==> src/rtl/spi_frame_packer.sv <==
// Buffers 48-bit FFT samples and streams each as an 8-byte frame (sync, 6 data, XOR checksum)
// to an SPI master byte interface, with an inter-frame gap and a fixed frame count per burst.
module spi_frame_packer #(
  parameter int         FIFO_DEPTH       = 16,
  parameter int         GAP_CYCLES       = 500000,
  parameter int         FRAMES_PER_BURST = 1024,
  parameter logic [7:0] SYNC_BYTE        = 8'hA5
) (
  input  logic                                  CLK100MHZ,
  input  logic                                  RESET,
  input  logic [47:0]                           s_sample_data,
  input  logic                                  s_sample_valid,
  output logic                                  s_sample_ready,
  input  logic                                  i_burst_start,
  output logic [7:0]                            o_tx_byte,
  output logic                                  o_tx_dv,
  input  logic                                  i_tx_ready,
  output logic                                  o_busy,
  output logic                                  o_burst_done,
  output logic [$clog2(FRAMES_PER_BURST+1)-1:0] o_frame_count,
  output logic [$clog2(FIFO_DEPTH+1)-1:0]       o_fifo_level
);

  localparam int PW  = $clog2(FIFO_DEPTH);
  localparam int LW  = $clog2(FIFO_DEPTH + 1);
  localparam int FCW = $clog2(FRAMES_PER_BURST + 1);
  localparam int GW  = $clog2(GAP_CYCLES);

  typedef enum logic [2:0] {
    S_IDLE,
    S_WAIT,
    S_LOAD,
    S_SEND,
    S_GAP,
    S_DONE
  } state_t;

  state_t          state_q;
  logic [47:0]     mem_q [FIFO_DEPTH];
  logic [PW-1:0]   wr_ptr_q, rd_ptr_q;
  logic [LW-1:0]   level_q, level_d;
  logic            push, pop;

  logic [47:0]     sample_q;
  logic [7:0]      chk_q;
  logic [2:0]      byte_idx_q;
  logic [7:0]      cur_byte_d;
  logic [GW-1:0]   gap_cnt_q;
  logic [FCW-1:0]  frame_cnt_q;
  logic [7:0]      tx_byte_q;
  logic            tx_dv_q;
  logic            burst_done_q;

  // Writes are gated on registered occupancy only, so a pop at full never frees a slot early.
  assign s_sample_ready = (level_q != LW'(FIFO_DEPTH));
  assign push           = s_sample_valid && s_sample_ready;
  assign pop            = (state_q == S_WAIT) && (level_q != '0);

  always_comb begin
    level_d = level_q;
    case ({push, pop})
      2'b10:   level_d = level_q + LW'(1);
      2'b01:   level_d = level_q - LW'(1);
      default: level_d = level_q;
    endcase
  end

  always_ff @(posedge CLK100MHZ) begin
    if (push) mem_q[wr_ptr_q] <= s_sample_data;
  end

  always_ff @(posedge CLK100MHZ or posedge RESET) begin
    if (RESET) begin
      wr_ptr_q <= '0;
      rd_ptr_q <= '0;
      level_q  <= '0;
    end else begin
      if (push) wr_ptr_q <= wr_ptr_q + PW'(1);
      if (pop)  rd_ptr_q <= rd_ptr_q + PW'(1);
      level_q <= level_d;
    end
  end

  always_comb begin
    cur_byte_d = SYNC_BYTE;
    case (byte_idx_q)
      3'd0: cur_byte_d = SYNC_BYTE;
      3'd1: cur_byte_d = sample_q[47:40];
      3'd2: cur_byte_d = sample_q[39:32];
      3'd3: cur_byte_d = sample_q[31:24];
      3'd4: cur_byte_d = sample_q[23:16];
      3'd5: cur_byte_d = sample_q[15:8];
      3'd6: cur_byte_d = sample_q[7:0];
      default: cur_byte_d = chk_q;
    endcase
  end

  // Strobe only when dv was low last cycle: the master needs a cycle to drop its ready.
  always_ff @(posedge CLK100MHZ or posedge RESET) begin
    if (RESET) begin
      state_q      <= S_IDLE;
      sample_q     <= '0;
      chk_q        <= '0;
      byte_idx_q   <= '0;
      gap_cnt_q    <= '0;
      frame_cnt_q  <= '0;
      tx_byte_q    <= '0;
      tx_dv_q      <= 1'b0;
      burst_done_q <= 1'b0;
    end else begin
      tx_dv_q      <= 1'b0;
      burst_done_q <= 1'b0;
      case (state_q)
        S_IDLE: begin
          if (i_burst_start) begin
            frame_cnt_q <= '0;
            state_q     <= S_WAIT;
          end
        end
        S_WAIT: begin
          if (pop) begin
            sample_q <= mem_q[rd_ptr_q];
            state_q  <= S_LOAD;
          end
        end
        S_LOAD: begin
          chk_q      <= SYNC_BYTE ^ sample_q[47:40] ^ sample_q[39:32] ^ sample_q[31:24]
                        ^ sample_q[23:16] ^ sample_q[15:8] ^ sample_q[7:0];
          byte_idx_q <= '0;
          state_q    <= S_SEND;
        end
        S_SEND: begin
          if (i_tx_ready && !tx_dv_q) begin
            tx_dv_q    <= 1'b1;
            tx_byte_q  <= cur_byte_d;
            byte_idx_q <= byte_idx_q + 3'd1;
            if (byte_idx_q == 3'd7) begin
              gap_cnt_q <= '0;
              state_q   <= S_GAP;
            end
          end
        end
        S_GAP: begin
          gap_cnt_q <= gap_cnt_q + GW'(1);
          if (gap_cnt_q == GW'(GAP_CYCLES - 1)) begin
            frame_cnt_q <= frame_cnt_q + FCW'(1);
            if (frame_cnt_q + FCW'(1) == FCW'(FRAMES_PER_BURST)) begin
              burst_done_q <= 1'b1;
              state_q      <= S_DONE;
            end else begin
              state_q <= S_WAIT;
            end
          end
        end
        S_DONE: begin
          state_q <= S_IDLE;
        end
        default: state_q <= S_IDLE;
      endcase
    end
  end

  assign o_tx_byte     = tx_byte_q;
  assign o_tx_dv       = tx_dv_q;
  assign o_busy        = (state_q != S_IDLE);
  assign o_burst_done  = burst_done_q;
  assign o_frame_count = frame_cnt_q;
  assign o_fifo_level  = level_q;

endmodule

==> config.mk <==
export PLATFORM = sky130hd
export DESIGN_NAME = spi_frame_packer
export DESIGN_NICKNAME = d
export VERILOG_FILES = /design/src/rtl/spi_frame_packer.sv
export SDC_FILE = /design/constraint.sdc
export NUM_CORES = 1
export LEC_CHECK = 0
export ABC_CLOCK_PERIOD_IN_PS = 5000
export CAP_MARGIN = 25
export CELL_PAD_IN_SITES_DETAIL_PLACEMENT = 0
export CELL_PAD_IN_SITES_GLOBAL_PLACEMENT = 2
export CORE_MARGIN = 1
export CORE_UTILIZATION = 45
export DETAILED_ROUTE_END_ITERATION = 16
export MAX_ROUTING_LAYER = met4
export PLACE_DENSITY_LB_ADDON = 0.25
export SLEW_MARGIN = 20
export SYNTH_ARGS = -nofsm -noshare
export SYNTH_HDL_FRONTEND = slang
export SYNTH_SLANG_ARGS = --single-unit
export TNS_END_PERCENT = 20
==> constraint.sdc <==
create_clock -name CLK100MHZ -period 5 [get_ports CLK100MHZ]
set_input_delay 0.75 -clock CLK100MHZ [delete_from_list [all_inputs] [get_ports CLK100MHZ]]
set_output_delay 0.75 -clock CLK100MHZ [all_outputs]
set_load 0.02 [all_outputs]
==> impl_results.md, run 1 <==
- PnR Total Power: 23.3 mW
- Number of max-cap violations: 0
- WHS Endpoint: chk_q[2]$_DFFE_PP0P_
- Iteration-0 DRC Markers: 1,230
- Final wirelength: approximately 77,000 um
- Tcrit/Tclk final: 60.7%
- Tot GR Track Use: between 20% and 30%
- Post-CTS Setup Bufs: 0
- Worst slew pin tran: ~1.1 ns
- Initial core utilization: a little under half
- Slew Viols, Final: 0
- Area delta synth->final: 15.2%
- Vias in the first global route: approximately 17,000
- R2R Setup Slk: ~2.0 ns
- Fmax: 329 MHz
- CTS Buf Count: 93
- Iteration count of the initial detailed-routing pass: 6
- Post-DP HPWL: between 40,000 and 50,000 um
- Startpoint of the worst hold path: chk_q[2]$_DFFE_PP0P_
- Seq/Total Area, Yosys: 74.3%
- Drt wl/cell: 26.6 um
- R2R cell count: 4
- CTS clk-pin slew, worst paths: about 0.06 ns
- Worst skew pair latency: 0.66 ns
- Post-synth EDFFs: ~770
- Hold path depth: 2
- Via count: 16,441
- Mean Syn Cell Area: ~21 um2
- Total placed cells including tap cells: 2,719
- Most common library cell in the layout ignoring fill and taps: edfxtp_1
- Worst r2r dst: sample_q[13]$_DFFE_PP0P_
- Tmin final: between 3 and 4 ns
- PortBufs: 80
- Synth warn: 0
- Share of cells above drive strength 1: 27.0%
- Commonest cells after routing, fill and taps aside: edfxtp_1 (768), mux4_2 (240), dfrtp_1 (111)
- CP endpoint kind: flip-flop
- Post-route ant nets: 0
- Die Span X: 281 um
- WS Path Type: flip-flop to flip-flop
- Net Count, Synth: around 1,700
- DRC viols: 0
- Final hold vios: 0
- Worst Path Arrival: around 3.5 ns
- Peak supply drop: about 360 uV
- Overflow after GRT: 0
- Non-Filler Instances: 2,894
- Final nets: 1,855
- Largest net degree at the start of global routing: 59
- Crit Path Max Fanout: 42
- Primary FF master, synth: edfxtp_1
- Die height: ~280 um
- CTS Buffer Depth: 3
- # fillers: 5,957
- Synthesized cell area: about 35,000 um2
- # diodes: 0
- Dpl ws: between 1.5 and 2 ns
- CTS tree: yes
- CP required: approximately 5.5 ns
- Core area: around 76,000 um2
- Leak: ~13 nW
- Fraction of registers with async set/reset: between 10% and 20%
- Fin Clk Skew: a little under 0.05 ns
- RSZ-0062 raised after global routing: no
- Sequential cell area: approximately 26,000 um2
- Via density: 5.68
- Antenna violations before repair: 0
- Top Ports: between 80 and 90
- Slew margin rel.: about 29%
- CTS Sinks: about 880
- Synth unique cells: 55
- H-tree levels: 3
- Flop and latch count out of synthesis: a little under 900
- Row count: slightly above 100
- Syn Inst Count: 1,645
- Setup ws final: around 2.0 ns
- Area of the multi-input gates: approximately 8600 um2
- Type of origin of the critical path: flip-flop
- HP Class: flip-flop to flip-flop
- First-pass GRT wire length: 116,000 um
- FF-to-FF Start: rd_ptr_q[0]$_DFFE_PP0P_
- Final-report setup violation count: 0
- Hold-fix buffers, CTS: 0
- Clk root buf: clkbuf_16
- Status: finished clean
- Resized Gates After CTS: 0
- Gpl congestion: around 0.80
- Pwr dens: between 500 and 600 nW/um2
- DIE AREA: approximately 79,000 um2
[registers in the layout, summed over array words and instances, names as in the netlist]
signal / count
mem_q: 768
sample_q: 48
gap_cnt_q: 19
o_frame_count: 11
chk_q: 8
o_tx_byte: 8
o_fifo_level: 5
rd_ptr_q: 4
wr_ptr_q: 4
byte_idx_q: 3
state_q: 3
o_burst_done: 1
o_tx_dv: 1
[through the flow]
stage	utilization, %	setup TNS (ns)	hold WS [ns]	instance area (um2)
after floorplan	-	-48.82	0.445	34900
after global placement	48.7	0	0.462	37200
after detailed placement	48.7	0	0.470	37200
after CTS	52.7	0	0.483	40200
after global routing	52.7	0	0.514	40200
final	52.7	0	0.482	40200
[metal layers]
layer / vias to the layer above / routed length (um) / GRT usage [%]
li1: 7081 / - / -
met1: 8846 / 34400 / 28.9
met2: 401 / 37700 / 32.6
met3: 113 / 3240 / 3.17
met4: 0 / 1700 / 5.30
met5: - / 0 / -
[cell type report]
class	count	share of cell area, %
Sequential cell	883	64.5
Clock buffer	122	6.23
Timing Repair Buffer	128	3.23
Inverter	18	0.174
Clock inverter	53	1.36
Tap cell	1030	3.20
Multi-Input combinational cell	660	21.3
[worst max-delay path by stage]
stage | startpoint | endpoint | slack, ns | cells past startpoint
6_report | rd_ptr_q[0]$_DFFE_PP0P_ | sample_q[13]$_DFFE_PP0P_ | 1.96 | 4
5_1_grt | o_fifo_level[1]$_DFFE_PP0P_ | o_fifo_level[4]$_DFFE_PP0P_ | 1.67 | 12
4_1_cts | rd_ptr_q[0]$_DFFE_PP0P_ | sample_q[13]$_DFFE_PP0P_ | 1.87 | 4
3_5_place_dp | s_sample_valid | mem_q[11][41]$_DFFE_PP_ | 1.66 | 5
3_3_place_gp | s_sample_valid | o_fifo_level[4]$_DFFE_PP0P_ | 1.72 | 11
2_1_floorplan | o_fifo_level[2]$_DFFE_PP0P_ | mem_q[0][0]$_DFFE_PP_ | -0.34 | 7
[kinds of logic after synthesis]
| group | share of synthesized area [%] |
|---|---|
| AOI/OAI and AO/OA | 1.67 |
| xor gates and xnor gates | 1.68 |
| adders and majority gates | 0.645 |
| buffers and inverters | 1.53 |
| DFF | 74.3 |
| muxes | 17.5 |
| and+or+nand+nor | 2.63 |
[Yosys cell counts (all sizes together), types with 2 or more instances]
| library cell | n | share of area, % |
|---|---|---|
| mux2i | 8 | 0.23 |
| or3 | 5 | 0.090 |
| a22oi | 5 | 0.11 |
| nor3 | 9 | 0.13 |
| or2 | 3 | 0.054 |
| a22o | 8 | 0.20 |
| nor2b | 7 | 0.13 |
| a222oi | 8 | 0.23 |
| mux4 | 240 | 15 |
| nand2 | 49 | 0.53 |
| o22ai | 3 | 0.054 |
| o21ai | 33 | 0.47 |
| dfrtp | 115 | 8.2 |
| ha | 18 | 0.65 |
| and3 | 3 | 0.054 |
| nor2 | 42 | 0.45 |
| xor2 | 12 | 0.30 |
| and4 | 7 | 0.18 |
| edfxtp | 768 | 66 |
| nand3b | 2 | 0.043 |
| nand2b | 6 | 0.11 |
| nand4 | 11 | 0.20 |
| a31oi | 5 | 0.090 |
| nand3 | 18 | 0.26 |
| buf | 39 | 0.86 |
| inv | 17 | 0.18 |
| xnor2 | 55 | 1.4 |
| and3b | 2 | 0.050 |
| nor4b | 3 | 0.075 |
| clkbuf | 45 | 0.48 |
| mux2 | 57 | 1.8 |
| nor4 | 8 | 0.14 |
| a21oi | 15 | 0.22 |
| nor3b | 3 | 0.079 |
[power breakdown]
part           total [mW]  leakage [nW]  switching, mW  internal (mW)
clock network        6.82          1.49           2.85           3.97
registers            10.1          8.28           1.02           9.07
logic                6.35          3.23           3.08           3.27
total                23.3          13.0           6.95           16.3
[critical path, cell delays in order (launching register included)]
cell	delay, ns
dfrtp_4	1.04
buf_4	0.47
mux4_2	0.56
mux4_2	0.51
mux2_2	0.28
No activity file was read; power rests on OpenSTA's default activity.
==> run 2, diff against run 1 <==
--- a/config.mk
+++ b/config.mk
@@ -5,7 +5,7 @@
 export SDC_FILE = /design/constraint.sdc
 export NUM_CORES = 1
 export LEC_CHECK = 0
-export ABC_CLOCK_PERIOD_IN_PS = 5000
+export ABC_CLOCK_PERIOD_IN_PS = 2600
 export CAP_MARGIN = 25
 export CELL_PAD_IN_SITES_DETAIL_PLACEMENT = 0
 export CELL_PAD_IN_SITES_GLOBAL_PLACEMENT = 2
==> constraint.sdc (replaced) <==
create_clock -name CLK100MHZ -period 2.6 [get_ports CLK100MHZ]
set_input_delay 0.39 -clock CLK100MHZ [delete_from_list [all_inputs] [get_ports CLK100MHZ]]
set_output_delay 0.39 -clock CLK100MHZ [all_outputs]
set_load 0.02 [all_outputs]
==> impl_results.md, run 2 (synthesis gave the netlist of run 1 again) <==
- Post-route ant nets: 0 (unchanged)
- Tcrit/Tclk final: 93.9% (+33 points)
- Top Ports: 81 (unchanged)
- Type of origin of the critical path: flip-flop
- Final hold vios: 0 (unchanged)
- HP Class: input port to asynchronous set/reset pin
- CP required: 3.09 ns (-2.41 ns)
- WP buf/inv: 1 (unchanged)
- Tmin final: 2.44 ns (-0.596 ns)
- Leak: 13.4 nW (+2.9%)
- CTS Buffer Depth: 3 (unchanged)
- Post-layout util: 53.9% (+1.2 points)
- PortBufs: 80 (unchanged)
- Max FFs per register: 768 (unchanged)
- Die height: 281 um (unchanged)
- CTS tree: yes
- Clk root buf: clkbuf_16
- Core area: 76,300 um2 (unchanged)
- Hold-fix buffers, CTS: 0 (unchanged)
- Delay of the slowest cell on the worst path: 0.77 ns (-0.27 ns)
- Post-DP HPWL: 46,500 um (+3.5%)
- Design area: 41,100 um2 (+2.2%)
- Share of cells above drive strength 1: 29.9% (+2.9 points)
- Slew margin rel.: 34.7% (+5.8 points)
- Overflow after GRT: 0 (unchanged)
- R2R cell count: 6 (+2)
- Status: finished clean
- WS Path Type: flip-flop to flip-flop
- Dpl cell area: 38,000 um2 (+2.2%)
- Area delta synth->final: 17.8%
- Row count: 101 (unchanged)
- Initial core utilization: 45.7% (unchanged)
- First-pass GRT wire length: 120,000 um (+3.2%)
- CP endpoint kind: flip-flop
- Switch Pwr: 13.6 mW (+96%)
- H-tree levels: 3 (unchanged)
- Switch share: 29.9% (about the same)
- Antenna violations before repair: 3 (+3)
- FF-to-FF Start: o_fifo_level[3]$_DFFE_PP0P_
- Regs by FF count: mem_q (768), sample_q (48), gap_cnt_q (19)
- Crit Path Max Fanout: 52 (+24%)
- Via count: 16,831 (+2.4%)
- Internal: 31.9 mW (+96%)
- Final wirelength: 80,900 um (+5.1%)
- Gpl congestion: 0.798 (-0.68%)
- Final nets: 1,906 (+2.7%)
- Most common library cell in the layout ignoring fill and taps: edfxtp_1
- R2R Setup Slk: 0.16 ns (-1.80 ns)
- Iteration-0 DRC Markers: 1,583 (+29%)
- Largest net degree at the start of global routing: 53 (-10%)
- Pwr dens: 1110 nW/um2 (+91%)
- Post-CTS Setup Bufs: 0 (unchanged)
- Comb power frac: 29.4% (+2.1 points)
- Slew Viols, Final: 0 (unchanged)
- Drt wl/cell: 27.5 um (+3.2%)
- Worst r2r dst: rd_ptr_q[3]$_DFFE_PP0P_
- CTS Buf Count: 93 (unchanged)
- Slowest-stage cell, CP: buf_4
- Setup total negative slack: 0 ns (unchanged)
- DRC viols: 0 (unchanged)
- Worst Path Arrival: 2.93 ns (-0.61 ns)
- Setup ws final: 0.160 ns (-1.80 ns)
- Worst slew pin tran: 0.979 ns (-0.0866 ns)
- Tot GR Track Use: 21.9% (+1.0 points)
- Dpl ws: 0.114 ns (-1.54 ns)
- Clock power frac: 29.0% (-0.3 points)
- Sequential Power Share: 41.5% (-1.9 points)
- Peak supply drop: 640 uV (+78%)
- Iteration count of the initial detailed-routing pass: 5 (-1)
- CTS Sinks: 883 (unchanged)
- Final-report setup violation count: 0 (unchanged)
- Worst path top cell family by delay: buffers and inverters
- Via density: 5.72 (+0.60%)
- Fmax: 410 MHz (+24%)
- Vias in the first global route: 17,726 (+2.4%)
- Largest reg by FF count: mem_q
- Crit path cell chain: nor4_4 -> a21oi_1 -> nor3b_4 -> buf_4 -> nand4_1 -> xnor2_1
- Worst skew pair latency: 0.66 ns (about the same)
- CTS clk-pin slew, worst paths: 0.06 ns (about the same)
- Commonest cells after routing, fill and taps aside: edfxtp_1 (768), mux4_2 (240), dfrtp_1 (109)
- Fin Clk Skew: 0.0247 ns (-0.0233 ns)
- Die Span X: 281 um (unchanged)
- PnR Total Power: 45.5 mW (+96%)
- Number of max-cap violations: 0 (unchanged)
- DIE AREA: 78,700 um2 (unchanged)
## run 2: worst max path at each step
stage	from	endpoint	slack, ns	cells past startpoint
floorplan	o_fifo_level[2]$_DFFE_PP0P_	mem_q[10][0]$_DFFE_PP_	-0.32	7
global placement	o_fifo_level[0]$_DFFE_PP0P_	o_fifo_level[4]$_DFFE_PP0P_	0.04	11
detailed placement	s_sample_valid	mem_q[2][5]$_DFFE_PP_	0.11	6
CTS	o_fifo_level[1]$_DFFE_PP0P_	o_fifo_level[4]$_DFFE_PP0P_	0.09	11
global route	o_fifo_level[3]$_DFFE_PP0P_	o_fifo_level[4]$_DFFE_PP0P_	-0.01	11
finish	o_fifo_level[3]$_DFFE_PP0P_	rd_ptr_q[3]$_DFFE_PP0P_	0.16	6
## run 2: metrics by stage
stage | hold WS [ns] | instances
detailed placement | 0.469 | 2770
finish | 0.137 | 2945
floorplan | 0.445 | 1645
global placement | 0.460 | 2770
global route | 0.163 | 2945
CTS | 0.123 | 2944
## run 2: area by class of cell
type                       count  area [um2]
antenna                        1        2.50
fill                        5852       35200
clock inverter                56         569
tap                         1030        1290
multi-input combinational    660        8650
inverter                      18        71.3
timing repair buffer         179        2070
clock buffer                 118        2520
sequential                   883       26000
## run 2: metal layers
metal	vias to the layer above	GRT usage (%)	share of wire [%]
met5	-	-	0
met2	437	33.9	49
li1	7189	-	-
met3	103	3.64	5.0
met1	9102	30.2	44
met4	0	6.11	2.0
## run 2: power by group through the flow
stage | logic, mW | registers, mW | clock network (mW)
3_3_place_gp | 13.5 | 19.1 | 0
4_1_cts | 13.6 | 18.9 | 13.5
2_1_floorplan | 9.46 | 18.6 | 0
3_5_place_dp | 13.6 | 19.2 | 0
6_report | 13.4 | 18.9 | 13.2
5_1_grt | 14.4 | 19.1 | 14.0
## run 2: timing repair
action | in CTS | in global routing
endpoints found under the setup margin | 1 | 2
cloned | 0 | 0
resized for setup | 1 | 6
